File: src/rtl/ex_operand_stage_if.sv
// ----------------------------------------------------------------------------
// ex_operand_stage_if
//   Bundles every non-clock/reset signal of ex_operand_stage.
//   master : upstream/pipeline side (drives ID fields, flush, EX/MEM and
//            MEM/WB producer info; observes stall and the EX outputs)
//   slave  : the operand stage itself
// Signals:
//   id_*            decoded instruction from ID
//   flush           branch/jump redirect, kills the instruction entering EX
//   mem_* / wb_*    EX/MEM and MEM/WB producers used for forwarding/hazards
//   stall           hold PC and IF/ID (combinational)
//   alu_a/b/op      ALU operands and op code
//   ex_*            registered control/destination and store data for EX/MEM
// ----------------------------------------------------------------------------
interface ex_operand_stage_if #(
  parameter int DW = 32,
  parameter int RW = 5
);
  logic          id_valid;
  logic [RW-1:0] id_rs_addr;
  logic [RW-1:0] id_rt_addr;
  logic [RW-1:0] id_dst_addr;
  logic          id_uses_rs;
  logic          id_uses_rt;
  logic [DW-1:0] id_rs_data;
  logic [DW-1:0] id_rt_data;
  logic [DW-1:0] id_imm;
  logic          id_alu_src;
  logic [2:0]    id_alu_op;
  logic          id_reg_write;
  logic          id_mem_read;
  logic          id_mem_write;
  logic          flush;
  logic          mem_reg_write;
  logic [RW-1:0] mem_dst_addr;
  logic [DW-1:0] mem_result;
  logic          wb_reg_write;
  logic [RW-1:0] wb_dst_addr;
  logic [DW-1:0] wb_result;
  logic          stall;
  logic [DW-1:0] alu_a;
  logic [DW-1:0] alu_b;
  logic [2:0]    alu_op;
  logic          ex_valid;
  logic          ex_reg_write;
  logic          ex_mem_read;
  logic          ex_mem_write;
  logic [RW-1:0] ex_dst_addr;
  logic [DW-1:0] ex_store_data;

  modport master (
    output id_valid, id_rs_addr, id_rt_addr, id_dst_addr, id_uses_rs, id_uses_rt,
           id_rs_data, id_rt_data, id_imm, id_alu_src, id_alu_op,
           id_reg_write, id_mem_read, id_mem_write, flush,
           mem_reg_write, mem_dst_addr, mem_result,
           wb_reg_write, wb_dst_addr, wb_result,
    input  stall, alu_a, alu_b, alu_op, ex_valid, ex_reg_write, ex_mem_read,
           ex_mem_write, ex_dst_addr, ex_store_data
  );

  modport slave (
    input  id_valid, id_rs_addr, id_rt_addr, id_dst_addr, id_uses_rs, id_uses_rt,
           id_rs_data, id_rt_data, id_imm, id_alu_src, id_alu_op,
           id_reg_write, id_mem_read, id_mem_write, flush,
           mem_reg_write, mem_dst_addr, mem_result,
           wb_reg_write, wb_dst_addr, wb_result,
    output stall, alu_a, alu_b, alu_op, ex_valid, ex_reg_write, ex_mem_read,
           ex_mem_write, ex_dst_addr, ex_store_data
  );
endinterface

File: src/rtl/ex_operand_stage.sv
// ----------------------------------------------------------------------------
// ex_operand_stage
//   ID/EX pipeline register plus EX-stage operand selection for a 5-stage MIPS
//   pipeline. Captures the decoded instruction, resolves RAW hazards by
//   forwarding from EX/MEM and MEM/WB or by stalling, and drives the ALU.
// Ports:
//   clk   rising-edge clock
//   rst   synchronous active-high reset
//   bus   ex_operand_stage_if.slave (ID fields, flush, producers, outputs)
// Configuration:
//   FORWARD_EN defined   : MEM/WB forwarding, stall only on load-use.
//   FORWARD_EN undefined : no forwarding, stall on any EX or MEM producer hit.
// ----------------------------------------------------------------------------
module ex_operand_stage #(
  parameter int DW = 32,
  parameter int RW = 5
) (
  input  logic               clk,
  input  logic               rst,
  ex_operand_stage_if.slave  bus
);

  typedef struct packed {
    logic          valid;
    logic [RW-1:0] rs_addr;
    logic [RW-1:0] rt_addr;
    logic [RW-1:0] dst_addr;
    logic          uses_rs;
    logic          uses_rt;
    logic [DW-1:0] rs_data;
    logic [DW-1:0] rt_data;
    logic [DW-1:0] imm;
    logic          alu_src;
    logic [2:0]    alu_op;
    logic          reg_write;
    logic          mem_read;
    logic          mem_write;
  } id_ex_t;

  id_ex_t        id_ex_q, id_ex_d;
  logic          stall;
  logic          rs_live, rt_live;
  logic [DW-1:0] rs_fwd, rt_fwd;

  // A source only matters when ID holds a real instruction that reads a
  // nonzero register; $0 can never carry a dependency.
  assign rs_live = bus.id_valid & bus.id_uses_rs & (bus.id_rs_addr != '0);
  assign rt_live = bus.id_valid & bus.id_uses_rt & (bus.id_rt_addr != '0);

`ifdef FORWARD_EN
  logic ex_load;

  // Only a load in EX cannot be covered by forwarding: its data appears in WB
  // two cycles later, so the consumer waits one cycle and then takes wb_result.
  assign ex_load = id_ex_q.valid & id_ex_q.mem_read;
  assign stall   = (rs_live & ex_load & (bus.id_rs_addr == id_ex_q.dst_addr))
                 | (rt_live & ex_load & (bus.id_rt_addr == id_ex_q.dst_addr));

  // Youngest producer wins: EX/MEM before MEM/WB, else the register-file value.
  function automatic logic [DW-1:0] fwd_sel(
    input logic          used,
    input logic [RW-1:0] addr,
    input logic [DW-1:0] reg_data,
    input logic          mem_we,
    input logic [RW-1:0] mem_dst,
    input logic [DW-1:0] mem_res,
    input logic          wb_we,
    input logic [RW-1:0] wb_dst,
    input logic [DW-1:0] wb_res
  );
    if (used && addr != '0 && mem_we && mem_dst == addr) return mem_res;
    if (used && addr != '0 && wb_we && wb_dst == addr) return wb_res;
    return reg_data;
  endfunction

  assign rs_fwd = fwd_sel(id_ex_q.uses_rs, id_ex_q.rs_addr, id_ex_q.rs_data,
                          bus.mem_reg_write, bus.mem_dst_addr, bus.mem_result,
                          bus.wb_reg_write, bus.wb_dst_addr, bus.wb_result);
  assign rt_fwd = fwd_sel(id_ex_q.uses_rt, id_ex_q.rt_addr, id_ex_q.rt_data,
                          bus.mem_reg_write, bus.mem_dst_addr, bus.mem_result,
                          bus.wb_reg_write, bus.wb_dst_addr, bus.wb_result);
`else
  logic ex_write;

  // Without forwarding, wait until the producer has left MEM. WB needs no
  // stall because the register file writes through to the ID read ports.
  assign ex_write = id_ex_q.valid & id_ex_q.reg_write;
  assign stall    = (rs_live & ((ex_write & (bus.id_rs_addr == id_ex_q.dst_addr)) |
                                (bus.mem_reg_write & (bus.id_rs_addr == bus.mem_dst_addr))))
                  | (rt_live & ((ex_write & (bus.id_rt_addr == id_ex_q.dst_addr)) |
                                (bus.mem_reg_write & (bus.id_rt_addr == bus.mem_dst_addr))));

  assign rs_fwd = id_ex_q.rs_data;
  assign rt_fwd = id_ex_q.rt_data;
`endif

  // Next ID/EX contents: a bubble on flush or stall, otherwise the ID fields
  // with control qualified by id_valid.
  always_comb begin
    // NOTE: assigning the whole struct first gives every bit a value on every
    // path, so no latch can be inferred and the bubble is the default.
    id_ex_d = '0;
    if (!bus.flush && !stall) begin
      id_ex_d.valid     = bus.id_valid;
      id_ex_d.rs_addr   = bus.id_rs_addr;
      id_ex_d.rt_addr   = bus.id_rt_addr;
      id_ex_d.dst_addr  = bus.id_dst_addr;
      id_ex_d.uses_rs   = bus.id_uses_rs;
      id_ex_d.uses_rt   = bus.id_uses_rt;
      id_ex_d.rs_data   = bus.id_rs_data;
      id_ex_d.rt_data   = bus.id_rt_data;
      id_ex_d.imm       = bus.id_imm;
      id_ex_d.alu_src   = bus.id_alu_src;
      id_ex_d.alu_op    = bus.id_alu_op;
      id_ex_d.reg_write = bus.id_reg_write & bus.id_valid;
      id_ex_d.mem_read  = bus.id_mem_read & bus.id_valid;
      id_ex_d.mem_write = bus.id_mem_write & bus.id_valid;
    end
  end

  always_ff @(posedge clk) begin
    // NOTE: non-blocking assignment keeps every register sampling pre-edge
    // values, independent of process ordering.
    if (rst) id_ex_q <= '0;
    else     id_ex_q <= id_ex_d;
  end

  assign bus.stall         = stall;
  assign bus.alu_a         = rs_fwd;
  assign bus.alu_b         = id_ex_q.alu_src ? id_ex_q.imm : rt_fwd;
  assign bus.alu_op        = id_ex_q.alu_op;
  assign bus.ex_store_data = rt_fwd;
  assign bus.ex_valid      = id_ex_q.valid;
  assign bus.ex_reg_write  = id_ex_q.reg_write;
  assign bus.ex_mem_read   = id_ex_q.mem_read;
  assign bus.ex_mem_write  = id_ex_q.mem_write;
  assign bus.ex_dst_addr   = id_ex_q.dst_addr;

endmodule

File: src/flat_wrapper.sv
// flat-port wrapper written by rule: the top's interface ports become plain ports
module ex_operand_stage_flat 
#(
  parameter int DW = 32,
  parameter int RW = 5
)
  (clk, rst, bus_id_valid, bus_id_rs_addr, bus_id_rt_addr, bus_id_dst_addr, bus_id_uses_rs, bus_id_uses_rt, bus_id_rs_data, bus_id_rt_data, bus_id_imm, bus_id_alu_src, bus_id_alu_op, bus_id_reg_write, bus_id_mem_read, bus_id_mem_write, bus_flush, bus_mem_reg_write, bus_mem_dst_addr, bus_mem_result, bus_wb_reg_write, bus_wb_dst_addr, bus_wb_result, bus_stall, bus_alu_a, bus_alu_b, bus_alu_op, bus_ex_valid, bus_ex_reg_write, bus_ex_mem_read, bus_ex_mem_write, bus_ex_dst_addr, bus_ex_store_data);
  ex_operand_stage_if #(.DW(DW), .RW(RW)) bus_i ();
  input  logic clk;
  input  logic rst;
  input wire logic [$bits(bus_i.id_valid)-1:0] bus_id_valid;
  input wire logic [$bits(bus_i.id_rs_addr)-1:0] bus_id_rs_addr;
  input wire logic [$bits(bus_i.id_rt_addr)-1:0] bus_id_rt_addr;
  input wire logic [$bits(bus_i.id_dst_addr)-1:0] bus_id_dst_addr;
  input wire logic [$bits(bus_i.id_uses_rs)-1:0] bus_id_uses_rs;
  input wire logic [$bits(bus_i.id_uses_rt)-1:0] bus_id_uses_rt;
  input wire logic [$bits(bus_i.id_rs_data)-1:0] bus_id_rs_data;
  input wire logic [$bits(bus_i.id_rt_data)-1:0] bus_id_rt_data;
  input wire logic [$bits(bus_i.id_imm)-1:0] bus_id_imm;
  input wire logic [$bits(bus_i.id_alu_src)-1:0] bus_id_alu_src;
  input wire logic [$bits(bus_i.id_alu_op)-1:0] bus_id_alu_op;
  input wire logic [$bits(bus_i.id_reg_write)-1:0] bus_id_reg_write;
  input wire logic [$bits(bus_i.id_mem_read)-1:0] bus_id_mem_read;
  input wire logic [$bits(bus_i.id_mem_write)-1:0] bus_id_mem_write;
  input wire logic [$bits(bus_i.flush)-1:0] bus_flush;
  input wire logic [$bits(bus_i.mem_reg_write)-1:0] bus_mem_reg_write;
  input wire logic [$bits(bus_i.mem_dst_addr)-1:0] bus_mem_dst_addr;
  input wire logic [$bits(bus_i.mem_result)-1:0] bus_mem_result;
  input wire logic [$bits(bus_i.wb_reg_write)-1:0] bus_wb_reg_write;
  input wire logic [$bits(bus_i.wb_dst_addr)-1:0] bus_wb_dst_addr;
  input wire logic [$bits(bus_i.wb_result)-1:0] bus_wb_result;
  output wire logic [$bits(bus_i.stall)-1:0] bus_stall;
  output wire logic [$bits(bus_i.alu_a)-1:0] bus_alu_a;
  output wire logic [$bits(bus_i.alu_b)-1:0] bus_alu_b;
  output wire logic [$bits(bus_i.alu_op)-1:0] bus_alu_op;
  output wire logic [$bits(bus_i.ex_valid)-1:0] bus_ex_valid;
  output wire logic [$bits(bus_i.ex_reg_write)-1:0] bus_ex_reg_write;
  output wire logic [$bits(bus_i.ex_mem_read)-1:0] bus_ex_mem_read;
  output wire logic [$bits(bus_i.ex_mem_write)-1:0] bus_ex_mem_write;
  output wire logic [$bits(bus_i.ex_dst_addr)-1:0] bus_ex_dst_addr;
  output wire logic [$bits(bus_i.ex_store_data)-1:0] bus_ex_store_data;
  assign bus_i.id_valid = bus_id_valid;
  assign bus_i.id_rs_addr = bus_id_rs_addr;
  assign bus_i.id_rt_addr = bus_id_rt_addr;
  assign bus_i.id_dst_addr = bus_id_dst_addr;
  assign bus_i.id_uses_rs = bus_id_uses_rs;
  assign bus_i.id_uses_rt = bus_id_uses_rt;
  assign bus_i.id_rs_data = bus_id_rs_data;
  assign bus_i.id_rt_data = bus_id_rt_data;
  assign bus_i.id_imm = bus_id_imm;
  assign bus_i.id_alu_src = bus_id_alu_src;
  assign bus_i.id_alu_op = bus_id_alu_op;
  assign bus_i.id_reg_write = bus_id_reg_write;
  assign bus_i.id_mem_read = bus_id_mem_read;
  assign bus_i.id_mem_write = bus_id_mem_write;
  assign bus_i.flush = bus_flush;
  assign bus_i.mem_reg_write = bus_mem_reg_write;
  assign bus_i.mem_dst_addr = bus_mem_dst_addr;
  assign bus_i.mem_result = bus_mem_result;
  assign bus_i.wb_reg_write = bus_wb_reg_write;
  assign bus_i.wb_dst_addr = bus_wb_dst_addr;
  assign bus_i.wb_result = bus_wb_result;
  assign bus_stall = bus_i.stall;
  assign bus_alu_a = bus_i.alu_a;
  assign bus_alu_b = bus_i.alu_b;
  assign bus_alu_op = bus_i.alu_op;
  assign bus_ex_valid = bus_i.ex_valid;
  assign bus_ex_reg_write = bus_i.ex_reg_write;
  assign bus_ex_mem_read = bus_i.ex_mem_read;
  assign bus_ex_mem_write = bus_i.ex_mem_write;
  assign bus_ex_dst_addr = bus_i.ex_dst_addr;
  assign bus_ex_store_data = bus_i.ex_store_data;
  ex_operand_stage #(.DW(DW), .RW(RW)) u_core (.clk(clk), .rst(rst), .bus(bus_i));
endmodule
File: config.mk
export PLATFORM = sky130hd
export DESIGN_NAME = ex_operand_stage_flat
export DESIGN_NICKNAME = d
export VERILOG_FILES = /design/src/rtl/ex_operand_stage_if.sv /design/src/rtl/ex_operand_stage.sv /design/src/flat_wrapper.sv
export SDC_FILE = /design/constraint.sdc
export NUM_CORES = 1
export LEC_CHECK = 0
export ABC_AREA = 1
export CAP_MARGIN = 20
export CORE_AREA = 2 2 119 121
export CTS_CLUSTER_DIAMETER = 150
export DETAILED_ROUTE_END_ITERATION = 10
export DIE_AREA = 0 0 121 123
export PLACE_DENSITY = 0.79
export SLEW_MARGIN = 20
export SYNTH_ARGS = -nofsm -noshare
export SYNTH_HDL_FRONTEND = slang
export SYNTH_SLANG_ARGS = --single-unit
File: constraint.sdc
create_clock -name clk -period 1.85 [get_ports clk]
set_input_delay 0.2775 -clock clk [delete_from_list [all_inputs] [get_ports clk]]
set_output_delay 0.2775 -clock clk [all_outputs]
set_load 0.05 [all_outputs]
# [Word-level counts from Yosys, hierarchy flattened]
# Index checks and enable logic that the tools add are counted.
[totals] mem_bits_ro=0 n_memories=0 output_inout_bits=109 elab_cells=39 latchBits=0 ramBits=0 reg_bits=109 input_bits=200
[op_classes] n_mul=0 order_cmp=0 div=0 reduce_logical=6 eq_ne=4 addsub=0 n_shift=0 bitwise=18 muxes=1
[ops] operator="32-bit two-way mux" n=1
[ops] operator="5-bit == test" n=4
[ops] operator="1-bit bitwise AND" n=14
[ops] operator="5-bit nonzero test" n=2
[ops] operator="1-bit OR" n=3
[ops] operator="1-bit logical NOT" n=2
[ops] operator="2-bit OR reduction" n=1
[ops] operator="1-bit logical AND" n=1
[ops] operator="1-bit inverter" n=1

# [Longest topological paths before layout]
# Gate-level depths: netlist of run 1.
[depth] depth_word=9 ltp_mapped=12 mapped_depth_nobuf=9

# [Worst setup path before layout of run 1]
# OpenSTA, ideal clock, no wires.
[synth_timing] path_kind="reg2out" startpoint="register u_core.id_ex_q, in the netlist u_core.bus.ex_valid" endpoint="output bus_stall" required_time_ns=1.572 setup_slack_ns=0.135 arrival_ns=1.437 path_stages_with_launch=9 path_buffers=0 cell_sequence="dfxtp_1 -> nand2_1 -> inv_1 -> nand2_1 -> nor2_1 -> nand3_1 -> nand2_1 -> nand2_1 -> nand2_1"
[synth_between] elab_chain_cells=5 elab_cells_between_ends=8 classes_between="bitwise: 8"
[synth_rtl] item="from (decl)" line="ex_operand_stage.sv:40" text="id_ex_t id_ex_q, id_ex_d;"
[synth_rtl] item="from (signal assigned)" line="ex_operand_stage.sv:125" text="else id_ex_q <= id_ex_d;"
[synth_rtl] item="1-bit bitwise AND (*)" line="ex_operand_stage.sv:87" text="assign ex_write = id_ex_q.valid & id_ex_q.reg_write;"
[synth_rtl] item="1-bit bitwise AND, on equally long branches" line="ex_operand_stage.sv:88, ex_operand_stage.sv:90"
[synth_rtl] item="1-bit OR, on equally long branches" line="ex_operand_stage.sv:88, ex_operand_stage.sv:90"
[synth_rtl] item="1-bit bitwise AND, on equally long branches" line="ex_operand_stage.sv:88, ex_operand_stage.sv:90"
[synth_rtl] item="1-bit OR (*)" line="ex_operand_stage.sv:90" text="| (rt_live & ((ex_write & (bus.id_rt_addr == id_ex_q.dst_addr)) |"
[synth_rtl] item="to (decl)" line="flat_wrapper.sv:32" text="output wire logic [$bits(bus_i.stall)-1:0] bus_stall;"
# Mark *: on every way between the ends. The rest lies on a longest branch, timed or not.

# [Worst setup path in the final report of run 1]
[layout_timing] startpoint="register u_core.id_ex_q, in the netlist u_core.bus.ex_store_data[30]" endpoint="output bus_ex_store_data[30]"
[layout_rtl] item="to (decl)" line="flat_wrapper.sv:41" text="output wire logic [$bits(bus_i.ex_store_data)-1:0] bus_ex_store_data;"
# No word-level cell between the ends.

==> results.cfg, run 1 <==
[outcome]
status = finished, final reports clean

[layout]
layout.area.seq_mm2 = 0.00219
syn2layout_area_growth_pct = 63.2
nFillCells = 1212
final_nets = 929
antennaDiodeCount = 0
multiInputGateArea_mm2 = 0.00116
drive_gt1_share_pct = 15.1
utilization_pct = 53.2

[pwr]
power_density_mw_per_mm2 = 782
p_leak_uw = 0.00357
totalPowerFinal_uw = 5660
vdd_drop_max_uv = 509

[worst_setup_path]
critPathRequiredTime_ps = 1570
r2r_slack_ps = 330
worstReg2RegEnd = u_core.bus.alu_op[2]$_SDFF_PP0_
slowest_stage = clkdlybuf4s50_1
r2r_cells = 11
max_stage_delay_ps = 820
cp_max_fo = 2
critical_path_class = flop to output pin
timing.critical_path.cells = clkdlybuf4s50_1
path_delay_family = buffers and inverters
end_kind = output pin
crit_buf_inv = 1
cp-start-kind = flop
worstReg2RegStart = u_core.bus.ex_valid$_SDFF_PP0_
arrival_ps = 1510

[synth]
synthArstFlopShare_pct = 0
avgSynthCellArea_um2 = 7.95
netlist_top_cells_count = 128 x inv_1, 128 x nor2_1, 109 x dfxtp_1
synth-edff-count = 0
ys.flop_type = dfxtp_1
synth_top_cell_area_share_pct = 49.2
yosys.area.top_type = dfxtp_1
synth-seq-cells = 109
syn_area_mm2 = 0.00444
ys_warn_count = 0
synth_nets = 758
ys_seq_area_share_pct = 49.2
synthTopCellsByArea = dfxtp_1 49%, buf_4 12%, inv_1 11%, nor2_1 11%, mux2_2 8.1%
synthCells = 558
ys_types = 13

[routing]
via_per_inst = 3.95
drt_first_pass_iters = 4
drt_wl_total_um = 11100
vias = 3611
initialDrtViolationCount = 140
wl_per_cell_um = 12.1
ant_nets = 0
drcViolationCount = 0

[place]
portBuffers = 238
place.gp.congestion = 0.813
hpwl_um = 8790

[sta]
min_period_ps = 1790
skew_ps = 10.9
slew_viol_final = 0
hold_viol = 0
finalSetupViolations = 0
fmax_mhz = 559
rsz0062_at_grt = no
slew_headroom_pct = 63.6
period_share_pct = 96.7
max_slew.worst_pin.slew_ps = 544

[min_path]
worstHoldStart = bus_id_rt_data[30]
hp-class = input port to flop
whs_path_depth = 3
holdPathEnd = u_core.bus.ex_store_data[30]$_SDFF_PP0_

[clock_tree]
clk_pin_slew_ps = 80
holdBufCountCts = 0
cts_tree = yes
numCtsBuffers = 9
clockRootBuffer = clkbuf_16
clkSinkCount = 109
cts_buffer_depth = 2
clock_latency_ps = 350
cts_max_level = 3

[grt]
grt_pass1_vias = 3476
grt_pass1_wl_um = 16600
grt_max_degree = 36
antenna_found_initial = 0
grt.overflow.total = 0
track_usage_pct = 14.7

[die]
die_w_um = 121
die_y_um = 123
core.rowCount = 43
core_area_mm2 = 0.0136
ios = 309
dieArea_mm2 = 0.0149
start_util_pct = 32.6

[run]
drv_cap = 0
[kinds of logic (layout without fill, tap and decap cells)]
| group | after synthesis | count (layout) | synth area share [%] |
|---|---|---|---|
| AO/OA/AOI/OAI | 1 | 1 | 0.113 |
| buffers and inverters | 216 | 392 | 25.2 |
| flip-flops | 109 | 109 | 49.2 |
| multiplexers | 32 | 32 | 8.12 |
| AND/OR/NAND/NOR | 200 | 200 | 17.3 |
[stage by stage]
stage	hold slack [ps]	setup WS [ps]	TNS [ps]	cells	instance area [µm²]
after floorplan	390	135	0	558	4440
after global routing	435	2.47	0	914	7240
after detailed placement	757	-82.8	-4030	896	6840
final	438	61.3	0	914	7240
after CTS	427	-15.7	-15.7	913	7190
after global placement	759	-39.7	-1350	896	6840
[area by class of cell]
cell class                      instances  share of cell area (%)
Timing Repair Buffer                  248                    39.7
Sequential cell                       109                    30.3
Multi-Input combinational cell        233                    16.0
Inverter                              128                    6.64
Clock buffer                            9                    3.11
Tap cell                              180                    3.11
Clock inverter                          7                    1.19
[worst max-delay path by stage]
stage	startpoint	endpoint	slack (ps)	cells after the start
final	u_core.bus.ex_store_data[30]$_SDFF_PP0_	bus_ex_store_data[30]	60	1
after floorplan	u_core.bus.ex_valid$_SDFF_PP0_	bus_stall	140	8
after CTS	bus_id_rs_addr[4]	bus_stall	-20	10
after global routing	u_core.bus.ex_store_data[29]$_SDFF_PP0_	bus_ex_store_data[29]	2	1
after detailed placement	bus_id_rs_addr[0]	u_core.bus.alu_op[2]$_SDFF_PP0_	-80	11
after global placement	bus_id_rs_addr[0]	u_core.id_ex_q[36]$_SDFF_PP0_	-40	11
[cells in the final DEF, fill, tap and decap left out, types with 3 or more instances in the layout]
| master | synthesis | final |
|---|---|---|
| buf_12 | 0 | 37 |
| buf_4 | 72 | 9 |
| clkbuf_16 | 0 | 9 |
| clkdlybuf4s50_1 | 0 | 187 |
| dfxtp_1 | 109 | 103 |
| dfxtp_2 | 0 | 5 |
| dlygate4sd2_1 | 0 | 3 |
| dlymetal6s2s_1 | 0 | 11 |
| inv_1 | 128 | 125 |
| inv_2 | 0 | 3 |
| mux2_2 | 32 | 32 |
| nand2_1 | 63 | 60 |
| nand2_2 | 0 | 3 |
| nand3_1 | 6 | 6 |
| nor2_1 | 128 | 125 |
| nor2_2 | 0 | 3 |
[what timing repair did]
| item | in CTS | in global routing |
|---|---|---|
| gates cloned | 1 | 0 |
| gates resized for setup | 9 | 22 |
| pin swaps | 0 | 5 |
| setup buffers | 0 | 1 |
| endpoints found under the setup margin | 32 | 3 |
[flip-flops by register name (all words and copies together) (netlist names)]
register                  flops
u_core.bus.ex_mem_read        1
u_core.bus.ex_valid           1
u_core.bus.ex_mem_write       1
u_core.bus.alu_a             32
u_core.bus.alu_op             3
u_core.bus.ex_store_data     32
u_core.bus.ex_reg_write       1
u_core.id_ex_q               33
u_core.bus.ex_dst_addr        5
[worst register-to-register path, cell delays in order (launching register included)]
cell     delay [ps]
dfxtp_1         330
nand2_1          50
inv_1            80
nand2_1          60
nor2_1          120
nand3_1          70
nand2_1          80
nand2_2          60
buf_4           140
nand3_4         120
buf_4           230
nor2_1           70
[power by group]
part | switching [µW] | total [µW] | leakage [µW] | internal (µW)
logic | 629 | 1210 | 0.00252 | 585
clock network | 897 | 1970 | 0.000146 | 1070
registers | 36.2 | 2480 | 0.000898 | 2440
[layer usage]
metal | up-vias | global-route usage (%) | part of all wire, %
met5 | - | 0 | 0
met4 | 0 | 7.41 | 2.6
met3 | 19 | 5.35 | 9.6
met2 | 146 | 26.4 | 51
met1 | 1586 | 15.0 | 37
li1 | 1860 | - | -
(Power assumes the default switching activity.)
==> run 2: changes to the inputs <==
--- a/config.mk
+++ b/config.mk
@@ -11,7 +11,9 @@
 export CTS_CLUSTER_DIAMETER = 150
 export DETAILED_ROUTE_END_ITERATION = 10
 export DIE_AREA = 0 0 121 123
-export PLACE_DENSITY = 0.79
+export DONT_BUFFER_PORTS = 1
+export HOLD_SLACK_MARGIN = 0.05
+export PLACE_DENSITY = 0.49
 export SLEW_MARGIN = 20
 export SYNTH_ARGS = -nofsm -noshare
 export SYNTH_HDL_FRONTEND = slang
==> run 2 against run 1 <==
Effect of this change: fmax grew 1.5%; critical path depth grew 1; total power is 2.3% lower; non-clock buffer count is 96 lower; first-iteration DRC count shrank 34%; worst setup slack improved by 26 ps; utilization is 10 points lower; die area unchanged; cell count down 11%; combinational power down 36%; critical endpoint is now bus_alu_b[11]; largest power group unchanged.
==> results.cfg, run 2 (same netlist as run 1, synthesis figures left out) <==
[outcome]
status = finished, final reports clean

[clock_tree]
clockRootBuffer = clkbuf_16
numCtsBuffers = 9
clkSinkCount = 109
clock_latency_ps = 340
cts_max_level = 3
cts_tree = yes
clk_pin_slew_ps = 70
cts_setup_buffers = 0
cts_buffer_depth = 2

[layout]
syn2layout_area_growth_pct = 32.0
final_nets = 833
antennaDiodeCount = 0
utilization_pct = 43.0
multiInputGateArea_mm2 = 0.00117
top_register = u_core.id_ex_q
layout.area.seq_mm2 = 0.00219
mostFrequentLayoutCells = 127 x nor2_1, 124 x inv_1, 108 x dlygate4sd3_1
largest_register_ffs = 33
layout_commonest_cell = nor2_1
nFillCells = 1320
drive_gt1_share_pct = 17.2

[grt]
antenna_found_initial = 0
track_usage_pct = 13.2
grt.overflow.total = 0
grt_pass1_vias = 3428
grt_max_degree = 56
grt_pass1_wl_um = 15300

[routing]
wl_per_cell_um = 12.8
drt_first_pass_iters = 4
ant_nets = 0
via_per_inst = 4.04
drcViolationCount = 0
drt_wl_total_um = 10500
initialDrtViolationCount = 92
vias = 3307

[die]
core_area_mm2 = 0.0136
die_y_um = 123
ios = 309
dieArea_mm2 = 0.0149
core.rowCount = 43
start_util_pct = 32.6
die_w_um = 121

[sta]
slew_headroom_pct = 64.8
fmax_mhz = 567
min_period_ps = 1760
max_slew.worst_pin.slew_ps = 528
rsz0062_at_grt = no
hold_viol = 0
finalSetupViolations = 0
final.setup.tns_ps = 0
slew_viol_final = 0
period_share_pct = 95.3
skew_ps = 5.79

[worst_setup_path]
critPathRequiredTime_ps = 1570
crit_buf_inv = 1
max_stage_delay_ps = 520
arrival_ps = 1480
timing.critical_path.cells = buf_4 -> mux2_2
slowest_stage = mux2_2
cp-start-kind = flop
critical_path_class = flop to output pin
cp_max_fo = 20
end_kind = output pin
path_delay_family = multiplexers

[pwr]
p_leak_uw = 0.00304
power_density_mw_per_mm2 = 945
vdd_drop_max_uv = 483
totalPowerFinal_uw = 5530

[place]
hpwl_um = 6830
portBuffers = 0
place.gp.congestion = 0.829

[min_path]
hp-class = input port to flop

[run]
drv_cap = 0
==> run 2: cell count changes in the layout (fill, tap and decap cells not counted), sizes merged <==
cell | before | now
clkbuf | 9 | 11
clkinvlp | 2 | 1
bufinv | 1 | 3
buf | 47 | 44
clkdlybuf4s50 | 187 | 0
dlygate4sd3 | 0 | 108
clkinv | 3 | 0
dlygate4sd2 | 3 | 0
dlymetal6s2s | 11 | 0
==> run 2: timing repair <==
item                                   in CTS  in global routing
pin swaps                                   0                  8
cloned                                      0                  0
endpoints found under the hold margin     108                  0
setup endpoints to repair                   1                  1
hold buffers                              108                  0
resized for setup                           1                 19
==> run 2: layer usage <==
metal / routed length, µm / GRT usage, %
met1: 3890 / 13.2
met2: 5490 / 24.2
met3: 816 / 4.70
met4: 267 / 6.61
met5: 0 / 0
==> run 2: layout make-up <==
class                   count  share of cell area, %
flip-flops and latches    109                   37.5
repair buffers            152                   24.7
multi-input cells         233                   19.9
inverters                 128                   8.21
clock buffers              11                   3.97
well taps                 180                   3.85
clock inverters             5                   1.82
==> run 2: path summary, 6_finish.rpt <==
| kind | from | endpoint | slack (ps) | depth (start not counted) |
|---|---|---|---|---|
| setup / recovery | u_core.id_ex_q[6]$_SDFF_PP0_ | bus_alu_b[11] | 90 | 2 |
| hold / removal | bus_id_rs_data[22] | u_core.bus.alu_a[22]$_SDFF_PP0_ | 70 | 2 |
| setup reg to reg | u_core.bus.ex_dst_addr[4]$_SDFF_PP0_ | u_core.id_ex_q[15]$_SDFF_PP0_ | 420 | 10 |
| hold reg to reg | u_core.bus.ex_dst_addr[3]$_SDFF_PP0_ | u_core.bus.ex_store_data[30]$_SDFF_PP0_ | 1120 | 9 |
==> run 2: report_power, final <==
group | switching (µW) | internal [µW]
Combinational | 464 | 306
Clock | 834 | 1330
Sequential | 157 | 2440
Total | 1450 | 4080
==> run 2: stage by stage <==
| stage | area, µm² | setup slack [ps] | hold slack, ps | cells |
|---|---|---|---|---|
| floorplan | 4440 | 135 | 390 | 558 |
| global placement | 4400 | 368 | 391 | 694 |
| detailed placement | 4400 | 349 | 393 | 694 |
| CTS | 5820 | 5.40 | 52.6 | 818 |
| global route | 5860 | 4.02 | 55.5 | 818 |
| finish | 5860 | 87.7 | 71.1 | 818 |
==> run 3: changes to the inputs <==
--- a/config.mk
+++ b/config.mk
@@ -12,6 +12,7 @@
 export DETAILED_ROUTE_END_ITERATION = 10
 export DIE_AREA = 0 0 121 123
 export DONT_BUFFER_PORTS = 1
+export GPL_ROUTABILITY_DRIVEN = 0
 export HOLD_SLACK_MARGIN = 0.05
 export PLACE_DENSITY = 0.49
 export SLEW_MARGIN = 20
==> results of run 3 <==
Final layout, timing and power as in run 2 (identical DEF).
